<file path="src/rtl/labs_pkg.sv">
// Shared definitions for the correlation blocks: offset width,
// default sequence length and a mask type for the datapath.
package labs_pkg;

    localparam int OFFSET_WIDTH  = 7;
    localparam int SEQ_WIDTH_DEF = 20;

    // Mask of valid (s[i], s[i+k]) pairs at the default sequence length
    typedef logic [SEQ_WIDTH_DEF-1:0] mask_t;

endpackage

</file>
<file path="src/rtl/gen_mask.sv">
// Valid-pair mask generator: bit i of the registered mask is set when
// the pair (s[i], s[i+k]) fits inside a SEQ_WIDTH-bit sequence.
// Output is a thermometer code of length max(SEQ_WIDTH - k, 0).
module gen_mask
    import labs_pkg::*;
#(
    parameter int SEQ_WIDTH = SEQ_WIDTH_DEF
) (
    input  logic                    clk,
    input  logic                    rst,
    input  logic [OFFSET_WIDTH-1:0] i_offset,
    output logic [SEQ_WIDTH-1:0]    o_mask
);

    // i + k tops out at 126 + 127 = 253, so 8 bits hold the sum without
    // wrapping; comparing i + k < SEQ_WIDTH avoids any subtraction.
    localparam int CMP_W = 8;

    if (SEQ_WIDTH < 1 || SEQ_WIDTH > 127) begin : g_bad_width
        $error("gen_mask: SEQ_WIDTH %0d outside 1..127", SEQ_WIDTH);
    end

    logic [CMP_W-1:0]     w_offset_ext;
    logic [SEQ_WIDTH-1:0] w_mask_next;
    logic [SEQ_WIDTH-1:0] r_mask;

    assign w_offset_ext = CMP_W'(i_offset);

    // One comparator per mask bit
    for (genvar gi = 0; gi < SEQ_WIDTH; gi++) begin : g_cmp
        assign w_mask_next[gi] = (w_offset_ext + CMP_W'(gi)) < CMP_W'(SEQ_WIDTH);
    end

    // Mask register, cleared asynchronously by reset
    always_ff @(posedge clk or posedge rst) begin
        if (rst) begin
            r_mask <= '0;
        end else begin
            r_mask <= w_mask_next;
        end
    end

    assign o_mask = r_mask;

endmodule

</file>
<file path="config.mk">
export PLATFORM = sky130hd
export DESIGN_NAME = gen_mask
export DESIGN_NICKNAME = d
export VERILOG_FILES = /design/src/rtl/labs_pkg.sv /design/src/rtl/gen_mask.sv
export SDC_FILE = /design/constraint.sdc
export NUM_CORES = 1
export LEC_CHECK = 0
export ABC_AREA = 1
export CAP_MARGIN = 20
export CORE_ASPECT_RATIO = 0.9
export CORE_MARGIN = 2
export CORE_UTILIZATION = 55
export CTS_BUF_LIST = sky130_fd_sc_hd__clkbuf_16
export DETAILED_ROUTE_END_ITERATION = 7
export PLACE_DENSITY = 0.91
export SKIP_LAST_GASP = 1
export SLEW_MARGIN = 30
export SYNTH_ARGS = -nofsm -noshare
export SYNTH_HDL_FRONTEND = slang
export SYNTH_SLANG_ARGS = --single-unit
</file>
<file path="constraint.sdc">
create_clock -name clk -period 0.8 [get_ports clk]
set_input_delay 0.16 -clock clk [delete_from_list [all_inputs] [get_ports clk]]
set_output_delay 0.16 -clock clk [all_outputs]
set_load 0.02 [all_outputs]
</file>
==> metrics.md, run 1 <==
| Metric | Value |
|---|---|
| Async set or reset register ratio after synthesis | 1.00 |
| Most instantiated flip-flop cell in the synthesis netlist | sky130_fd_sc_hd__dfrtp_1 |
| Most area-consuming cells after synthesis | sky130_fd_sc_hd__dfrtp_1, sky130_fd_sc_hd__nand2_1, sky130_fd_sc_hd__ha_1 |
| Total CTS buffers | 3 |
| Tool error | [ERROR DPL-0038] Utilization greater than 100%, impossible to legalize |
| Final weighted congestion of routability-driven global placement | between 1 and 1.5 |
| CTS root buf | sky130_fd_sc_hd__clkbuf_16 |
| Sequential-to-total area share from yosys stat | 0.227 |
| Number of placed I/O pins | 29 |
| Top cells by instance count after synthesis | sky130_fd_sc_hd__nand2_1, sky130_fd_sc_hd__nor2_1, sky130_fd_sc_hd__nand3_1, sky130_fd_sc_hd__inv_1, sky130_fd_sc_hd__dfrtp_1 |
| Placement-stage worst setup slack | -1.08 ns |
| # hold bufs at CTS | 0 |
| Top cell type by total area after synthesis | sky130_fd_sc_hd__dfrtp_1 |
| Htree depth | 1 |
| Post-synth EDFFs | 0 |
| Seq cells post-synth | 20 |
| Area fraction of the dominant cell type after synthesis | 0.227 |
| CTS sink count | 20 |
| Die height | 64.1 microns |
| Standard-cell rows | 21 |
| Port Buffer Count | 28 |
| Buffer count from post-CTS setup fixing | 18 |
| Result of the run | aborted with a tool error |
| Halt Stage | clock tree synthesis |
| Resized cells post-CTS | between 200 and 300 |
| Syn avg cell area | a little over 6 sq um |
| Unique masters post-synth | 32 |
| Cell with the most instances after synthesis | sky130_fd_sc_hd__nand2_1 |
| Cells after Synth | 356 |
| Horizontal die dimension | a little over 70 microns |
| Area of the mapped netlist | 0.00221 sq mm |
| Number of nets produced by synthesis | 380 |
| CTS max path bufs | 2 |
| Synthesis Warnings | 0 |
| Half-perimeter wire length after placement | roughly 6300 microns |
| Effective utilization at floorplan | 0.584 |
-- kinds of logic after synthesis --
| group | count (synthesis) | synth area share |
|---|---|---|
| compound gates | 37 | 0.0923 |
| xor+xnor | 20 | 0.0793 |
| fa+ha+maj | 15 | 0.0849 |
| buf+inv | 48 | 0.0991 |
| flops | 20 | 0.227 |
| simple gates | 216 | 0.418 |
-- through the flow --
step | instance area, sq um | setup TNS [ns] | utilization | hold WS (ns) | std cells
3_3_place_gp | 3260 | -22.87 | 0.860 | 0.492 | 472
3_5_place_dp | 3260 | -24.59 | 0.860 | 0.500 | 472
2_1_floorplan | 2590 | -3.54 | - | 0.124 | 356
==> inputs of run 2 (changes only) <==
--- a/config.mk
+++ b/config.mk
@@ -7,12 +7,10 @@
 export LEC_CHECK = 0
 export ABC_AREA = 1
 export CAP_MARGIN = 20
-export CORE_ASPECT_RATIO = 0.9
 export CORE_MARGIN = 2
-export CORE_UTILIZATION = 55
-export CTS_BUF_LIST = sky130_fd_sc_hd__clkbuf_16
+export CORE_UTILIZATION = 40
 export DETAILED_ROUTE_END_ITERATION = 7
-export PLACE_DENSITY = 0.91
+export PLACE_DENSITY_LB_ADDON = 0.15
 export SKIP_LAST_GASP = 1
 export SLEW_MARGIN = 30
 export SYNTH_ARGS = -nofsm -noshare
==> run 2 against run 1 <==
The flow now finishes, with violations (negative setup slack); synthesized area unchanged; synthesized cell count unchanged.
==> metrics.md, run 2 <==
| Metric | Value |
|---|---|
| # hold bufs at CTS | 0 (unchanged) |
| Share of synthesized area spent on multiplexers | 0 (unchanged) |
| Die height | 78.3 microns (was 64.1 microns) |
| Type of origin of the critical path | primary input |
| NumNets Final | about 480 |
| CTS sink count | 20 (unchanged) |
| Area of the mapped netlist | 0.00221 sq mm (unchanged) |
| Detailed-router iteration count before antenna repair | 5 |
| Area after detailed placement | 0.00335 sq mm (was 0.00326 sq mm) |
| Global-route usage over all layers | 0.272 |
| Sequential-to-total area share from yosys stat | 0.227 (unchanged) |
| Effective utilization at floorplan | 0.409 (was 0.584) |
| Area fraction of the dominant cell type after synthesis | 0.227 (unchanged) |
| DRT antenna net count | 0 |
| Post-route core utilization | 0.752 |
| Peak clock frequency supported by timing | between 0.8 and 0.9 GHz |
| Most area-consuming cells after synthesis | sky130_fd_sc_hd__dfrtp_1, sky130_fd_sc_hd__nand2_1, sky130_fd_sc_hd__ha_1 (unchanged) |
| Average routed wire per standard cell | 16.0 microns |
| Proportion of layout cells with a drive suffix above 1 | 0.512 |
| Horizontal die dimension | 78.3 microns (was 70.8 microns) |
| Final hold viol count | 0 |
| Top cell type by total area after synthesis | sky130_fd_sc_hd__dfrtp_1 (unchanged) |
| Leading cell type in the layout, fill and taps excluded | sky130_fd_sc_hd__nand2_1 |
| Cells after Synth | 356 (unchanged) |
| Post-layout instance area | slightly above 0.004 sq mm |
| Share of the synthesized area in compound gates (AO/OA/AOI/OAI) | 0.0923 (unchanged) |
| List of cells traversed by the critical path | buf_8 > buf_8 > inv_8 > ha_4 > inv_4 > nor2_4 > inv_2 > o21ai_2 > nor2_2 > nand2_1 > nor2_1 |
| Standard cell with the maximum stage delay on the critical path | sky130_fd_sc_hd__ha_4 |
| Standard-cell rows | 27 (was 21) |
| Minimum clock period after layout | 1.13 ns |
| Setup repair after global routing missed its margin | true |
| DRC violations left | 0 |
| Power per cell area | 971 mW/mm^2 |
| Final weighted congestion of routability-driven global placement | 0.925 (was 1.05) |
| Violated checks | negative setup slack |
| Htree depth | 1 (unchanged) |
| CTS max path bufs | 2 (unchanged) |
| Required arrival time at the worst endpoint | 0.95 ns |
| Port Buffer Count | 28 (unchanged) |
| Critical Path End Type | flip-flop |
| Number of global-route vias before repair | about 2600 |
| Final number of setup-violating endpoints | 40 |
| Total vias in the final route | 2777 |
| Synth Area in Simple Gates | 0.418 (unchanged) |
| CTS root buf | sky130_fd_sc_hd__clkbuf_8 (was sky130_fd_sc_hd__clkbuf_16) |
| Result of the run | complete, but fails checks (was aborted with a tool error) |
| Maximum ir drop on the vdd rail | ~0.64 mV |
| Max FFs per register | 20 |
| Max-slew violations | 0 |
| Via-per-instance ratio | 5.25 |
| Largest family of logic cells by synthesized area | simple AND/OR/NAND/NOR gates (unchanged) |
| Least setup slack across all paths after layout | -0.329 ns |
| Die Footprint | slightly above 0.006 sq mm |
| Clock tree from TritonCTS | built |
| Number of nets produced by synthesis | 380 (unchanged) |
| Initial antenna violation count | 0 |
| Top cells by instance count after synthesis | sky130_fd_sc_hd__nand2_1, sky130_fd_sc_hd__nor2_1, sky130_fd_sc_hd__nand3_1, sky130_fd_sc_hd__inv_1, sky130_fd_sc_hd__dfrtp_1 (unchanged) |
| Largest fanout on the critical path | 8 |
| Most instantiated flip-flop cell in the synthesis netlist | sky130_fd_sc_hd__dfrtp_1 (unchanged) |
| Post-synth EDFFs | 0 (unchanged) |
| Total congestion overflow | 0 |
| Accumulated negative setup slack | -6.58 ns |
| Overall power | roughly 0.004 W |
| Syn avg cell area | 6.21 sq um (unchanged) |
| Number of placed I/O pins | 29 (unchanged) |
| Half-perimeter wire length after placement | 5890 microns (was 6270 microns) |
| Library cell appearing most often on the critical path | sky130_fd_sc_hd__buf_8 |
| Async set or reset register ratio after synthesis | 1.00 (unchanged) |
| Top library cells by usage in the layout, fill and taps aside | sky130_fd_sc_hd__nand2_1, sky130_fd_sc_hd__buf_4, sky130_fd_sc_hd__buf_6 |
| XOR/XNOR share of the synthesized area | 0.0793 (unchanged) |
| Pin count of the biggest net entering global routing | 21 |
| Cell with the most instances after synthesis | sky130_fd_sc_hd__nand2_1 (unchanged) |
| Setup CP Type | in -> reg |
| Relative slew margins | 0.785 |
| Adder-Cell Fraction of Synth Area | 0.0849 (unchanged) |
| Growth of design area from synthesis to finish | 83.9% |
| Crit path arrival time | between 1 and 1.5 ns |
| Number of diodes | 0 |
| Unique masters post-synth | 32 (unchanged) |
| Number of max-capacitance violations reported | 0 |
| Largest incremental delay on the critical path | 0.22 ns |
| Total CTS buffers | 3 (unchanged) |
| Core area | 0.00541 sq mm |
| Leakage power figure | about 2 nW |
| Initial drt markers | 288 |
| Synthesis Warnings | 0 (unchanged) |
| CTS clock-pin slew for the worst setup and hold paths | 0.07 ns |
| Fraction of the cycle the final worst path needs | 1.41 |
| Wire length of the first global-routing pass | 13000 microns |
| Slew at the pin with the worst max-slew slack | 0.322 ns |
| Final wirelength | 8480 microns |
| Worst min path class | in -> async |
| Seq cells post-synth | 20 (unchanged) |
==> run 2: worst max-delay path by stage <==
stage | start | to | slack [ns]
after floorplan | i_offset[3] | o_mask[9] | -0.33
after global placement | i_offset[4] | o_mask[0] | -1.18
after detailed placement | i_offset[4] | o_mask[0] | -1.13
after CTS | i_offset[1] | o_mask[5] | -0.26
after global routing | i_offset[3] | o_mask[9] | -0.37
final | i_offset[3] | o_mask[9] | -0.33
==> run 2: logic make-up (layout without fill, tap and decap cells) <==
| logic type | after synthesis | count (layout) |
|---|---|---|
| simple gates | 216 | 216 |
| buf+inv | 48 | 149 |
| compound gates | 37 | 37 |
| xor+xnor | 20 | 20 |
| flops | 20 | 20 |
| fa+ha+maj | 15 | 15 |
==> run 2: final cells by class <==
| type | count | area (sq um) |
|---|---|---|
| Multi-Input combinational cell | 288 | 2070 |
| Fill cell | 369 | 1340 |
| Timing Repair Buffer | 112 | 1150 |
| Sequential cell | 20 | 500 |
| Inverter | 33 | 205 |
| Tap cell | 72 | 90.1 |
| Clock buffer | 3 | 41.3 |
| Timing Repair inverter | 1 | 7.51 |
==> run 2: through the flow <==
stage / setup slack, ns / hold slack [ns] / std cells
2_1_floorplan: -0.327 / 0.124 / 356
3_3_place_gp: -1.18 / 0.488 / 505
3_5_place_dp: -1.13 / 0.501 / 505
4_1_cts: -0.259 / 0.224 / 525
5_1_grt: -0.375 / 0.257 / 529
6_report: -0.329 / 0.219 / 529
==> run 2: layer usage <==
| layer | share of wire | track usage | vias to the layer above | routed length (microns) |
|---|---|---|---|---|
| met3 | 0.063 | 0.0230 | 33 | 531 |
| met4 | 0.048 | 0.121 | 0 | 405 |
| met2 | 0.48 | 0.448 | 145 | 4030 |
| met1 | 0.41 | 0.362 | 1273 | 3510 |
| met5 | 0 | 0 | - | 0 |
| li1 | - | - | 1326 | - |
==> run 2: power by group <==
| group | leakage [nW] | internal [W] | total (W) | switching (W) |
|---|---|---|---|---|
| clock network | 0.0216 | 0.000336 | 0.000650 | 0.000314 |
| registers | 0.267 | 0.00109 | 0.00113 | 0.0000361 |
| logic | 1.67 | 0.000986 | 0.00217 | 0.00118 |
| total | 1.96 | 0.00241 | 0.00395 | 0.00153 |
==> run 2: repair_timing <==
action | CTS | global route
setup endpoints to repair | 40 | 40
resized for setup | 225 | 47
pin swaps | 48 | 52
gates cloned | 3 | 0
buffers inserted | 15 | 5
==> run 2: worst max-delay path: cells and delay by family <==
| family | cells | cell delay, ns |
|---|---|---|
| buf+inv | 5 | 0.40 |
| simple gates | 4 | 0.34 |
| fa+ha+maj | 1 | 0.22 |
| compound gates | 1 | 0.15 |
No activity file was read; power rests on OpenSTA's default activity.
